==> src/rtl/arp_tx_sched.sv <==
// rtl/arp_tx_sched.sv - ARP transmit scheduler arbitrating RX replies and host queries onto one sender
// Build option: define ARB_RR_EN for round-robin arbitration; default is fixed priority (reply first).
module arp_tx_sched #(
   parameter int IFG_CYCLES  = 12,
   parameter int ACK_TIMEOUT = 1024,
   parameter int CNT_W       = 11
) (
   input  logic        clk,
   input  logic        areset,
   input  logic        rep_req,
   input  logic [47:0] rep_mac,
   input  logic [31:0] rep_ip,
   output logic        rep_gnt,
   input  logic        qry_req,
   input  logic [31:0] qry_ip,
   output logic        qry_gnt,
   output logic        tx_start,
   output logic [15:0] tx_op,
   output logic [47:0] tx_dst_mac,
   output logic [31:0] tx_dst_ip,
   input  logic        tx_ack,
   input  logic        tx_end,
   output logic        busy,
   output logic        err_timeout
);

   typedef enum logic [2:0] {
      S_IDLE,
      S_LAUNCH,
      S_WAIT_ACK,
      S_WAIT_END,
      S_DRAIN,
      S_GAP
   } state_t;

   localparam logic [15:0]      OP_QUERY   = 16'h0001;
   localparam logic [15:0]      OP_REPLY   = 16'h0002;
   localparam logic [47:0]      MAC_BCAST  = 48'hFFFF_FFFF_FFFF;
   localparam logic [CNT_W-1:0] ACK_LAST   = CNT_W'(ACK_TIMEOUT - 1);
   localparam logic [CNT_W-1:0] GAP_LAST   = CNT_W'(IFG_CYCLES - 1);
   localparam logic [CNT_W-1:0] CNT_MAX    = '1;

   state_t            state_q, state_d;
   logic [CNT_W-1:0]  cnt_q, cnt_d;
   logic [CNT_W-1:0]  cnt_inc;
   logic              tx_start_q, tx_start_d;
   logic              rep_gnt_q, rep_gnt_d;
   logic              qry_gnt_q, qry_gnt_d;
   logic              err_timeout_q, err_timeout_d;
   logic [15:0]       tx_op_q, tx_op_d;
   logic [47:0]       tx_dst_mac_q, tx_dst_mac_d;
   logic [31:0]       tx_dst_ip_q, tx_dst_ip_d;

   logic              win_rep;
   logic              win_qry;

   // Shared gap/timeout counter increments but sticks at all-ones instead of wrapping.
   assign cnt_inc = (cnt_q == CNT_MAX) ? cnt_q : cnt_q + CNT_W'(1);

`ifdef ARB_RR_EN
   // rr_q = 1 means the query side is favoured because reply won last.
   logic rr_q, rr_d;

   // Round-robin winner select; a lone requester always wins.
   always_comb begin
      win_rep = rep_req && (!qry_req || !rr_q);
      win_qry = qry_req && (!rep_req || rr_q);
   end

   // Pointer flips toward the other requester on every grant.
   always_comb begin
      rr_d = rr_q;
      if (state_q == S_IDLE) begin
         if (win_rep) begin
            rr_d = 1'b1;
         end else if (win_qry) begin
            rr_d = 1'b0;
         end
      end
   end

   // Pointer register, reset to favour the reply path.
   always_ff @(posedge clk) begin
      if (areset) begin
         rr_q <= 1'b0;
      end else begin
         rr_q <= rr_d;
      end
   end
`else
   // Fixed priority winner select: reply always beats query.
   always_comb begin
      win_rep = rep_req;
      win_qry = qry_req && !rep_req;
   end
`endif

   // Next-state, counter and registered-output logic for the launch/ack/end/gap sequence.
   always_comb begin
      state_d       = state_q;
      cnt_d         = cnt_q;
      tx_start_d    = tx_start_q;
      rep_gnt_d     = 1'b0;
      qry_gnt_d     = 1'b0;
      err_timeout_d = 1'b0;
      tx_op_d       = tx_op_q;
      tx_dst_mac_d  = tx_dst_mac_q;
      tx_dst_ip_d   = tx_dst_ip_q;

      case (state_q)
         S_IDLE: begin
            // Grant and operand capture happen on the same edge; start rises with them
            // so the sender sees stable operands for the whole time start is high.
            if (win_rep) begin
               rep_gnt_d    = 1'b1;
               tx_op_d      = OP_REPLY;
               tx_dst_mac_d = rep_mac;
               tx_dst_ip_d  = rep_ip;
               tx_start_d   = 1'b1;
               cnt_d        = '0;
               state_d      = S_LAUNCH;
            end else if (win_qry) begin
               qry_gnt_d    = 1'b1;
               tx_op_d      = OP_QUERY;
               tx_dst_mac_d = MAC_BCAST;
               tx_dst_ip_d  = qry_ip;
               tx_start_d   = 1'b1;
               cnt_d        = '0;
               state_d      = S_LAUNCH;
            end
         end

         S_LAUNCH: begin
            // Counter was cleared on entry; the launch cycle counts toward the ack budget
            // so the abort lands exactly ACK_TIMEOUT cycles after start rose.
            tx_start_d = 1'b1;
            cnt_d      = cnt_inc;
            state_d    = S_WAIT_ACK;
         end

         S_WAIT_ACK: begin
            tx_start_d = 1'b1;
            if (tx_ack) begin
               // Ack takes precedence over a coincident timeout.
               state_d = S_WAIT_END;
            end else if (cnt_q >= ACK_LAST) begin
               tx_start_d    = 1'b0;
               err_timeout_d = 1'b1;
               cnt_d         = '0;
               state_d       = S_GAP;
            end else begin
               cnt_d = cnt_inc;
            end
         end

         S_WAIT_END: begin
            if (tx_end) begin
               tx_start_d = 1'b0;
               state_d    = S_DRAIN;
            end
         end

         S_DRAIN: begin
            tx_start_d = 1'b0;
            if (!tx_end) begin
               cnt_d   = '0;
               state_d = S_GAP;
            end
         end

         S_GAP: begin
            tx_start_d = 1'b0;
            if (cnt_q >= GAP_LAST) begin
               state_d = S_IDLE;
            end else begin
               cnt_d = cnt_inc;
            end
         end

         default: begin
            tx_start_d = 1'b0;
            state_d    = S_IDLE;
         end
      endcase
   end

   // State and output registers; areset returns everything to idle with cleared operands.
   always_ff @(posedge clk) begin
      if (areset) begin
         state_q       <= S_IDLE;
         cnt_q         <= '0;
         tx_start_q    <= 1'b0;
         rep_gnt_q     <= 1'b0;
         qry_gnt_q     <= 1'b0;
         err_timeout_q <= 1'b0;
         tx_op_q       <= '0;
         tx_dst_mac_q  <= '0;
         tx_dst_ip_q   <= '0;
      end else begin
         state_q       <= state_d;
         cnt_q         <= cnt_d;
         tx_start_q    <= tx_start_d;
         rep_gnt_q     <= rep_gnt_d;
         qry_gnt_q     <= qry_gnt_d;
         err_timeout_q <= err_timeout_d;
         tx_op_q       <= tx_op_d;
         tx_dst_mac_q  <= tx_dst_mac_d;
         tx_dst_ip_q   <= tx_dst_ip_d;
      end
   end

   assign rep_gnt     = rep_gnt_q;
   assign qry_gnt     = qry_gnt_q;
   assign tx_start    = tx_start_q;
   assign tx_op       = tx_op_q;
   assign tx_dst_mac  = tx_dst_mac_q;
   assign tx_dst_ip   = tx_dst_ip_q;
   assign err_timeout = err_timeout_q;
   assign busy        = (state_q != S_IDLE);

endmodule

==> config.mk <==
export PLATFORM = sky130hd
export DESIGN_NAME = arp_tx_sched
export DESIGN_NICKNAME = d
export VERILOG_FILES = /design/src/rtl/arp_tx_sched.sv
export SDC_FILE = /design/constraint.sdc
export NUM_CORES = 1
export LEC_CHECK = 0
export CAP_MARGIN = 20
export CORE_MARGIN = 2
export CORE_UTILIZATION = 37
export CTS_BUF_LIST = sky130_fd_sc_hd__clkbuf_2
export DETAILED_ROUTE_END_ITERATION = 10
export PLACE_DENSITY = 0.81
export SYNTH_ARGS = -nofsm -noshare
export SYNTH_HDL_FRONTEND = slang
export SYNTH_SLANG_ARGS = --single-unit
==> constraint.sdc <==
create_clock -name clk -period 1.95 [get_ports clk]
set_input_delay 0.2925 -clock clk [delete_from_list [all_inputs] [get_ports clk]]
set_output_delay 0.2925 -clock clk [all_outputs]
set_load 0.1 [all_outputs]
# Yosys cells after proc, flatten, opt, wreduce, memory -nomap -nowiden
# Index checks and enable logic that the tools add are counted.
[op_classes]
n_addsub = 1
n_lt_le_gt_ge = 2
n_eq_ne = 13
n_mux = 31
bitwise = 2
n_reduce_logical = 13
[ops]
columns = ["operator", "count"]
rows = [
  ["2-to-1 mux 48 bit", 2],
  ["2-to-1 mux 11 bit", 7],
  ["2-to-1 mux 32 bit", 2],
  ["case mux 11 bit (5 select lines)", 1],
  ["2-to-1 mux 16 bit", 2],
  ["2-to-1 mux 3 bit", 7],
  ["case mux 3 bit (6 select lines)", 1],
  ["adder 11 x 1 -> 11 bit, second input constant", 1],
  ["equality test 11 bit, second input constant", 1],
  [">= comparator 11 x 10 -> 1 bit, second input constant", 1],
  [">= comparator 11 x 4 -> 1 bit, second input constant", 1],
  ["!= test 2 bit, second input constant", 5],
  ["AND reduction 5 bit", 2],
  ["2-to-1 mux 1 bit", 8],
  ["equality test 3 x 2 -> 1 bit, second input constant", 2],
  ["equality test 3 bit, second input constant", 2],
  ["!= test 3 bit, second input constant", 2],
  ["OR reduction 3 bit", 2],
  ["nonzero test 5 bit", 1],
  ["case mux 1 bit (4 select lines)", 1],
  ["AND reduction 2 bit", 2],
  ["equality test 3 x 1 -> 1 bit, second input constant", 1],
  ["zero test 3 bit", 1],
  ["nonzero test 3 bit", 1],
  ["other kinds (5)", 6],
]
[totals]
ff_bits = 114
in_bits = 118
output_inout_bits = 101
elab_cells = 71

# Logic depth before layout (Yosys ltp)
# Gate-level depths: netlist (run 1).
[depth]
word_depth = 5
ltp_mapped = 8
ltp_nobuf = 6

# Least setup slack after synthesis (run 1)
# Ideal clock, no wire load.
[synth_path]
kind = "flip-flop to flip-flop"
from = "reg state_q[1]"
to = "reg tx_dst_mac_q[11] (netlist: tx_dst_mac[11])"
t_arrival_ns = 2.103
required_time_ns = 1.883
setup_slack_ns = -0.220
path_stages_with_launch = 9
path_buffers = 3
period_less_slack_ns = 2.170
path_cell_list = "dfxtp_1 > clkbuf_1 > nor3_1 > inv_1 > nor2_2 > buf_2 > buf_2 > o22ai_1 > nor2_1"
[synth_between]
elab_chain_cells = 2
[synth_rtl]
columns = ["item", "line", "rtl"]
rows = [
  ["start: declaration", "43", "state_t state_q, state_d;"],
  ["start signal: assignment", "200", "state_q <= state_d;"],
  ["zero test 3 bit", "110", "case (state_q)"],
  ["AND reduction 2 bit (no source line)", "n/a", ""],
  ["end signal: assignment", "207", "tx_dst_mac_q <= tx_dst_mac_d;"],
  ["end: declaration", "51", "logic [47:0] tx_dst_mac_q, tx_dst_mac_d;"],
]
# No other way between the ends.
# A chain may end at the register's enable or synchronous reset.

# Final worst setup path (run 1)
[layout_path]
from = "reg cnt_q[0]"
to = "reg cnt_q[3]"
[layout_between]
elab_chain_cells = 5
[layout_rtl]
columns = ["item", "line", "rtl"]
rows = [
  ["start: declaration", "44", "logic [CNT_W-1:0] cnt_q, cnt_d;"],
  ["start signal: assignment", "201", "cnt_q <= cnt_d;"],
  ["adder 11 x 1 -> 11 bit / equality test 11 bit (equally long branches)", "58", "assign cnt_inc = (cnt_q == CNT_MAX) ? cnt_q : cnt_q + CNT_W'(1);"],
  ["2-to-1 mux 11 bit", "58", ""],
  ["2-to-1 mux 11 bit", "146", "end else if (cnt_q >= ACK_LAST) begin"],
  ["2-to-1 mux 11 bit", "143", "if (tx_ack) begin"],
  ["case mux 11 bit (5 select lines)", "110", ""],
]
# Parallel ways exist; a longest one is shown, timed or not. The select of a mux whose other input is x is not followed.

==> flow_summary.rst, run 1 <==
.. list-table::
   :header-rows: 1

   * - Metric
     - Value
   * - Final min period
     - around 2.0 ns
   * - Worst Path Buf+Inv
     - 2
   * - Clock tree skew after final layout
     - 0.0240 ns
   * - Final Hold Violating Endpoints
     - 0
   * - Register-to-Register Setup Slack
     - -0.01 ns
   * - Initial DRC Count
     - 248
   * - Total design power
     - around 10 mW
   * - Non-filler instance count after layout
     - about 810
   * - Via count normalized by instance count
     - between 5 and 6
   * - IO Port Bufs
     - about 200
   * - Crit Path Max Fanout
     - 5
   * - Maximum level of the CTS H-tree
     - 3
   * - Most used flip-flop cell after synthesis
     - dfxtp_1
   * - Clock net sink count
     - 100
   * - Dominant cell by count in the synthesized netlist
     - dfxtp_1
   * - Type of the setup path with the least slack
     - reg2reg
   * - Hpwl dp
     - 8610 um
   * - Count of distinct cell types in the synthesized netlist
     - 46
   * - Root Buffer
     - clkbuf_2
   * - Yosys Warn Count
     - 0
   * - RSZ-0062 raised after global routing
     - true
   * - Count of flip-flops with a built-in enable after synthesis
     - 0
   * - Status
     - finished, violations left
   * - Cell with the largest stage delay on the worst path
     - dfxtp_2
   * - VDD IR-drop max
     - between 0.9 and 1 mV
   * - Top post-synthesis cells by area
     - dfxtp_1, nor2_1, mux2i_1
   * - Tcrit/Tclk final
     - 1.01
   * - Die width
     - between 100 and 150 um
   * - Share of final-layout standard cells stronger than drive strength 1
     - 0.236
   * - Cell count after synthesis
     - approximately 460
   * - Number of iterations in the first detailed-routing pass
     - 4
   * - Buffer levels on the longest clock path
     - 2
   * - Delay of the slowest cell on the worst path
     - approximately 0.38 ns
   * - Type of the tightest min-delay check
     - in2reg
   * - Number of global-route vias before repair
     - around 4,000
   * - Cell area after technology mapping
     - approximately 4100 sq um
   * - Max frequency
     - between 0.5 and 0.6 GHz
   * - Total clock buffers created by CTS
     - 9
   * - Clock insertion delay at the later pin of the skew report
     - between 0.5 and 0.6 ns
   * - Power per cell area
     - roughly 1600 nW/um^2
   * - Core occupancy in the finished layout
     - 0.594
   * - Effective utilization at floorplan
     - 0.380
   * - DRC violation count after routing
     - 0
   * - Number of maximum-capacitance constraint violations
     - 0
   * - Worst Path Arrival
     - 2.40 ns
   * - Most area-hungry cell type in the Yosys netlist
     - dfxtp_1
   * - Most numerous cell types in the synthesized netlist
     - dfxtp_1, nor2_1, o22ai_1
   * - Std-Cell Rows
     - 38
   * - Most used cell, CP
     - buf_4
   * - Critical path endpoint category
     - flop
   * - Ys async rst share
     - 0
   * - Area inside the core boundary
     - roughly 11,000 sq um
   * - Final setup vio count
     - 2
   * - Number of flip-flops and latches in the synthesized netlist
     - 100
   * - Top-Level Pins
     - 219
   * - DIE HEIGHT
     - 110 um
   * - Kind of start point of the critical path
     - flop
   * - Number of instances in the placed design
     - between 700 and 800
   * - Global-route wire length before repair
     - about 19,000 um
   * - Total length of routed wires
     - about 13,000 um
   * - Leakage power
     - around 2.7 nW
   * - Final weighted congestion in routability-driven placement
     - 0.918
   * - Clock slew seen by the registers of the worst setup and hold paths
     - roughly 0.25 ns
   * - Ordered cell list for the critical path
     - ha_2 > a211oi_2 > o211ai_1 > buf_4 > buf_4 > a31o_1 > o31ai_2 > a21oi_2
   * - Final layout net count
     - 785
   * - Maximum number of pins on one net before global-route repair
     - 92
   * - Final count of pins violating max slew
     - 0
   * - Failing checks
     - negative setup slack
   * - GRT Resource Usage Total
     - 0.197
   * - Area share of the leading cell type in the synthesized netlist
     - 0.485
   * - Wire length per cell
     - around 16 um
   * - Antenna violations before repair
     - 0
   * - TritonCTS clock tree
     - yes
   * - Seq/Total Area, Yosys
     - 0.485
   * - Synthesis-to-finish area growth
     - 56.1%
   * - Remaining global-route overflow
     - 0
   * - Die footprint
     - ~12,000 sq um
   * - Total via count after detailed routing
     - ~4,300
   * - Post-route worst setup slack
     - -0.0116 ns
   * - CP required
     - ~2.4 ns
   * - Avg Inst Size Synth
     - about 9 sq um
   * - Antenna cell count
     - 0
   * - Largest delay share family, worst path
     - compound AO/OA/AOI/OAI gates
   * - Antenna-violating nets left
     - 0
-- registers in the layout (all words and copies together) (netlist names) --
register	count
tx_dst_ip	32
tx_dst_mac	48
qry_gnt	1
tx_op	2
tx_start	1
cnt_q	11
state_q	3
err_timeout	1
rep_gnt	1
-- cell usage in the layout, fill, tap and decap left out, types with 3 or more instances in the layout --
| master | netlist | final |
|---|---|---|
| a31oi_1 | 5 | 4 |
| buf_12 | 0 | 5 |
| inv_1 | 4 | 3 |
| nand3_1 | 7 | 7 |
| a211oi_1 | 36 | 33 |
| dfxtp_1 | 100 | 96 |
| clkdlybuf4s50_1 | 0 | 115 |
| o22ai_1 | 49 | 49 |
| nand4_1 | 4 | 4 |
| a21oi_1 | 12 | 10 |
| nor3_1 | 9 | 8 |
| buf_4 | 14 | 108 |
| clkbuf_2 | 0 | 11 |
| mux2i_1 | 34 | 34 |
| nand2_1 | 9 | 9 |
| conb_1 | 1 | 14 |
| nor2_1 | 92 | 92 |
| nand2b_1 | 5 | 5 |
| and3_1 | 3 | 3 |
| o21ai_0 | 5 | 5 |
-- stage by stage --
stage / setup WS, ns / instance area [sq um] / hold slack [ns] / setup TNS, ns
2_1_floorplan: -0.0725 / 4260 / 0.370 / -4.46
3_3_place_gp: -0.174 / 6100 / 0.459 / -1.14
3_5_place_dp: -0.227 / 6100 / 0.476 / -1.52
4_1_cts: -0.0673 / 6270 / 0.200 / -0.0888
5_1_grt: -0.158 / 6440 / 0.252 / -0.234
6_report: -0.0116 / 6440 / 0.306 / -0.0120
-- timing repair --
action | 4_1_cts | 5_1_grt
setup buffers | 5 | 7
hold endpoints to repair | 1 | 0
gates cloned | 1 | 2
pin swaps | 3 | 5
resized for setup | 10 | 13
setup endpoints to repair | 6 | 31
hold buffers | 1 | 0
-- logic make-up after synthesis --
logic type | count (synthesis) | share of synthesized area
muxes | 34 | 0.0825
DFF | 100 | 0.485
other | 1 | 0.000909
AOI/OAI and AO/OA | 120 | 0.194
adders and majority gates | 1 | 0.00303
buffers and inverters | 55 | 0.0701
and+or+nand+nor | 146 | 0.164
-- worst paths after layout --
| check | end | cells after the start | from |
|---|---|---|---|
| setup reg to reg | cnt_q[3]$_SDFFE_PP0P_ | 8 | cnt_q[0]$_SDFFE_PP0P_ |
| hold / removal | tx_dst_mac[10]$_SDFFE_PP0P_ | 3 | rep_mac[10] |
| hold reg to reg | tx_op[1]$_SDFFE_PP0P_ | 2 | tx_op[1]$_SDFFE_PP0P_ |
| setup / recovery | cnt_q[3]$_SDFFE_PP0P_ | 8 | cnt_q[0]$_SDFFE_PP0P_ |
-- worst reg2reg max path, stage by stage (launching register included) --
cell and delay (ns):
dfxtp_2 0.38, ha_2 0.22, a211oi_2 0.18, o211ai_1 0.15
buf_4 0.19, buf_4 0.14, a31o_1 0.24, o31ai_2 0.27
a21oi_2 0.10
-- layer usage --
metal / share of wire / wire, um / up-vias / global-route usage
met5: 0 / 0 / - / 0
met4: 0.022 / 283 / 0 / 0.0832
met3: 0.076 / 978 / 29 / 0.0557
met2: 0.52 / 6650 / 184 / 0.351
met1: 0.39 / 4960 / 1993 / 0.219
li1: - / - / 2052 / -
-- report_power, final --
part / switching [mW] / total, mW / internal, mW
clock network: 0.636 / 0.925 / 0.290
registers: 0.297 / 2.85 / 2.55
logic: 4.98 / 6.70 / 1.72
-- area by class of cell --
cell class,instances,area (sq um)
Clock buffer,11,55.1
Clock inverter,3,40.0
Fill cell,952,4400
Inverter,4,18.8
Multi-Input combinational cell,316,1980
Sequential cell,100,2010
Tap cell,140,175
Timing Repair Buffer,235,2160
Power figures use the tool's default switching activity.
==> run 2: changes to the inputs <==
ABC_AREA = 1   (was default)
CORE_UTILIZATION = 38   (was 37)
SKIP_CTS_REPAIR_TIMING = 1   (was default)
SLEW_MARGIN = 15   (was default)
==> run 2 against run 1 <==
  * The flow now finishes without violations
  * Utilization decreased by 2.6 points
  * Synthesized area increased by 11%
  * Non-clock buffer count decreased by 11
  * Flip-flop and latch count unchanged
  * Die area increased by 7.5%
  * Final cell count increased by 25%
  * Register-to-register slack improved by 0.19 ns
  * Critical endpoint is now busy
==> flow_summary.rst, run 2 <==
.. list-table::
   :header-rows: 1

   * - Metric
     - Value
   * - Clock net sink count
     - 100 (unchanged)
   * - RSZ-0062 raised after global routing
     - false
   * - Crit Path Max Fanout
     - 5 (unchanged)
   * - Cell count after synthesis
     - 656 (+44%)
   * - DIE HEIGHT
     - 114 um (+3.7%)
   * - Non-filler instance count after layout
     - 1,008 (+25%)
   * - Setup slack at placement
     - 0.0237 ns (+0.251 ns)
   * - Maximum number of pins on one net before global-route repair
     - 65 (-29%)
   * - Avg Inst Size Synth
     - 6.96 sq um (-23%)
   * - Antenna-violating nets left
     - 0 (unchanged)
   * - Count of flip-flops with a built-in enable after synthesis
     - 0 (unchanged)
   * - Total clock buffers created by CTS
     - 9 (unchanged)
   * - Share of final-layout standard cells stronger than drive strength 1
     - 0.171 (-0.0654)
   * - Clock slew seen by the registers of the worst setup and hold paths
     - 0.31 ns (+0.06 ns)
   * - Std-Cell Rows
     - 40 (+5.3%)
   * - Largest delay share family, worst path
     - flip-flops
   * - Worst Path Buf+Inv
     - 2 (unchanged)
   * - Critical path endpoint category
     - output pin
   * - Total via count after detailed routing
     - 4,544 (+6.7%)
   * - Flip-flop count of the largest register after layout
     - 48 (unchanged)
   * - Seq/Total Area, Yosys
     - 0.438 (-0.0471)
   * - Top-Level Pins
     - 219 (unchanged)
   * - Global-route wire length before repair
     - 19,300 um (+2.5%)
   * - Delay of the slowest cell on the worst path
     - 0.42 ns (+0.04 ns)
   * - Most area-hungry cell type in the Yosys netlist
     - dfxtp_1
   * - DRC violation count after routing
     - 0 (unchanged)
   * - Top post-synthesis cells by area
     - dfxtp_1, nand2_1, a21oi_1
   * - Wire length per cell
     - 11.9 um (-25%)
   * - Antenna cell count
     - 0 (unchanged)
   * - Layout Cell Area excl Fill
     - 6730 sq um (+4.6%)
   * - Hpwl dp
     - 8860 um (+2.9%)
   * - Worst Path Arrival
     - 1.55 ns (-0.85 ns)
   * - Post-detailed-placement cell area
     - 6610 sq um (+8.4%)
   * - Ys async rst share
     - 0 (unchanged)
   * - Tcrit/Tclk final
     - 0.944 (-0.0622)
   * - Initial DRC Count
     - 192 (-23%)
   * - Antenna violations before repair
     - 0 (unchanged)
   * - Final layout net count
     - 975 (+24%)
   * - Cell with the largest stage delay on the worst path
     - dfxtp_2
   * - GRT Resource Usage Total
     - 0.184 (-0.0129)
   * - Clock insertion delay at the later pin of the skew report
     - 0.58 ns (+0.04 ns)
   * - Final count of pins violating max slew
     - 0 (unchanged)
   * - Final weighted congestion in routability-driven placement
     - 0.859 (-6.5%)
   * - Kind of start point of the critical path
     - flop
   * - Type of the tightest min-delay check
     - in2reg
   * - Type of the setup path with the least slack
     - reg2out
   * - Total length of routed wires
     - 12,000 um (-6.6%)
   * - Clock tree skew after final layout
     - 0.0285 ns (+0.00448 ns)
   * - Number of instances in the placed design
     - 991 (+27%)
   * - Die footprint
     - 12,900 sq um (+7.5%)
   * - Buffer levels on the longest clock path
     - 2 (unchanged)
   * - Most used flip-flop cell after synthesis
     - dfxtp_1
   * - Root Buffer
     - clkbuf_2
   * - CP required
     - 1.66 ns (-0.73 ns)
   * - Post-route worst setup slack
     - 0.110 ns (+0.121 ns)
   * - Effective utilization at floorplan
     - 0.385 (+0.00460)
   * - Yosys Warn Count
     - 0 (unchanged)
   * - Status
     - complete, no violations
   * - IO Port Bufs
     - 204 (unchanged)
   * - Final setup vio count
     - 0 (-2)
   * - Number of maximum-capacitance constraint violations
     - 0 (unchanged)
   * - Via count normalized by instance count
     - 4.51 (-14%)
   * - TritonCTS clock tree
     - yes
   * - Count of distinct cell types in the synthesized netlist
     - 32 (-30%)
   * - Final min period
     - 1.84 ns (-0.121 ns)
   * - Area inside the core boundary
     - 11,900 sq um (+9.4%)
   * - Die width
     - 114 um (+3.7%)
   * - Dominant cell by count in the synthesized netlist
     - nand2_1
   * - Number of global-route vias before repair
     - 4,089 (-0.29%)
   * - Commonest cells after routing, fill and taps aside
     - nand2_1, clkdlybuf4s50_1, inv_1
   * - Synthesis-to-finish area growth
     - 47.5%
   * - Most numerous cell types in the synthesized netlist
     - nand2_1, inv_1, dfxtp_1
   * - Most common library cell in the layout ignoring fill and taps
     - nand2_1
   * - Maximum level of the CTS H-tree
     - 3 (unchanged)
   * - Number of iterations in the first detailed-routing pass
     - 5 (+1)
   * - Max frequency
     - 0.543 GHz (+6.6%)
   * - Final Hold Violating Endpoints
     - 0 (unchanged)
   * - Ordered cell list for the critical path
     - nor3_4 > inv_2 > buf_12
   * - Number of flip-flops and latches in the synthesized netlist
     - 100 (unchanged)
   * - Remaining global-route overflow
     - 0 (unchanged)
   * - Area share of the leading cell type in the synthesized netlist
     - 0.438 (-0.0471)
   * - Cell area after technology mapping
     - 4570 sq um (+11%)
==> run 2: changes by cell type in the layout (fill, tap and decap cells not counted), moves of 12 or more <==
| cell | delta |
|---|---|
| o22ai_1 | -49 |
| nand3_1 | +12 |
| a21oi_1 | +80 |
| o21ai_0 | +73 |
| nor2_1 | -66 |
| mux2i_1 | -34 |
| nand2_1 | +137 |
| a211oi_1 | -32 |
| inv_1 | +100 |
==> run 2: worst register-to-register path: stages, from the launching register on <==
cell and delay, ns:
dfxtp_1 0.48, ha_1 0.21, nand2_1 0.11, nor2_2 0.24, nand3_2 0.18, nand4_2 0.19, nand2_1 0.14, nand3_1 0.10
a21oi_1 0.06
==> run 2: through the flow <==
stage          hold slack, ns  setup TNS, ns  utilization
5_1_grt                 0.177              0        0.568
6_report                0.244              0        0.568
2_1_floorplan           0.426              0            -
3_5_place_dp            0.434              0        0.557
4_1_cts                 0.197        -0.0922        0.566
3_3_place_gp            0.431              0        0.557
==> run 2: layout make-up <==
cell class / count / area, sq um
clock buffer: 9 / 45.0
clock inverter: 7 / 66.3
fill: 1095 / 5130
inverter: 110 / 418
multi-input combinational: 411 / 1970
sequential: 100 / 2000
tap: 147 / 184
timing repair buffer: 224 / 2050
==> run 2: final timing paths <==
kind	slack (ns)	depth (start not counted)	endpoint	start
worst max-delay path	0.11	3	busy	state_q[1]$_SDFFE_PP0P_
worst max register to register	0.18	8	cnt_q[9]$_SDFFE_PP0P_	cnt_q[0]$_SDFFE_PP0P_
worst min-delay path	0.24	3	tx_dst_mac[34]$_SDFFE_PP0P_	rep_mac[34]
worst min register to register	0.46	2	tx_dst_mac[37]$_SDFFE_PP0P_	tx_dst_mac[37]$_SDFFE_PP0P_
==> run 2: metal layers <==
layer | wire [um] | track usage | part of all wire | up-vias
li1 | - | - | - | 2431
met5 | 0 | 0 | 0 | -
met3 | 700 | 0.0430 | 0.058 | 24
met4 | 298 | 0.0772 | 0.025 | 0
met1 | 5120 | 0.220 | 0.43 | 1962
met2 | 5900 | 0.319 | 0.49 | 127
==> run 2: cell families (layout without fill, tap and decap cells) <==
group,after synthesis,in the layout,share of synthesized area
AND/OR/NAND/NOR,212,212,0.204
AO/OA/AOI/OAI,180,180,0.201
buffers and inverters,158,350,0.145
flip-flops,100,100,0.438
XOR/XNOR,4,4,0.00767
adder cells (fa/ha/maj),1,1,0.00274
other,1,14,0.000821
Power of run 2 is not shown: default switching activity piles up to over one toggle a cycle in this logic, so the estimate is an artifact.
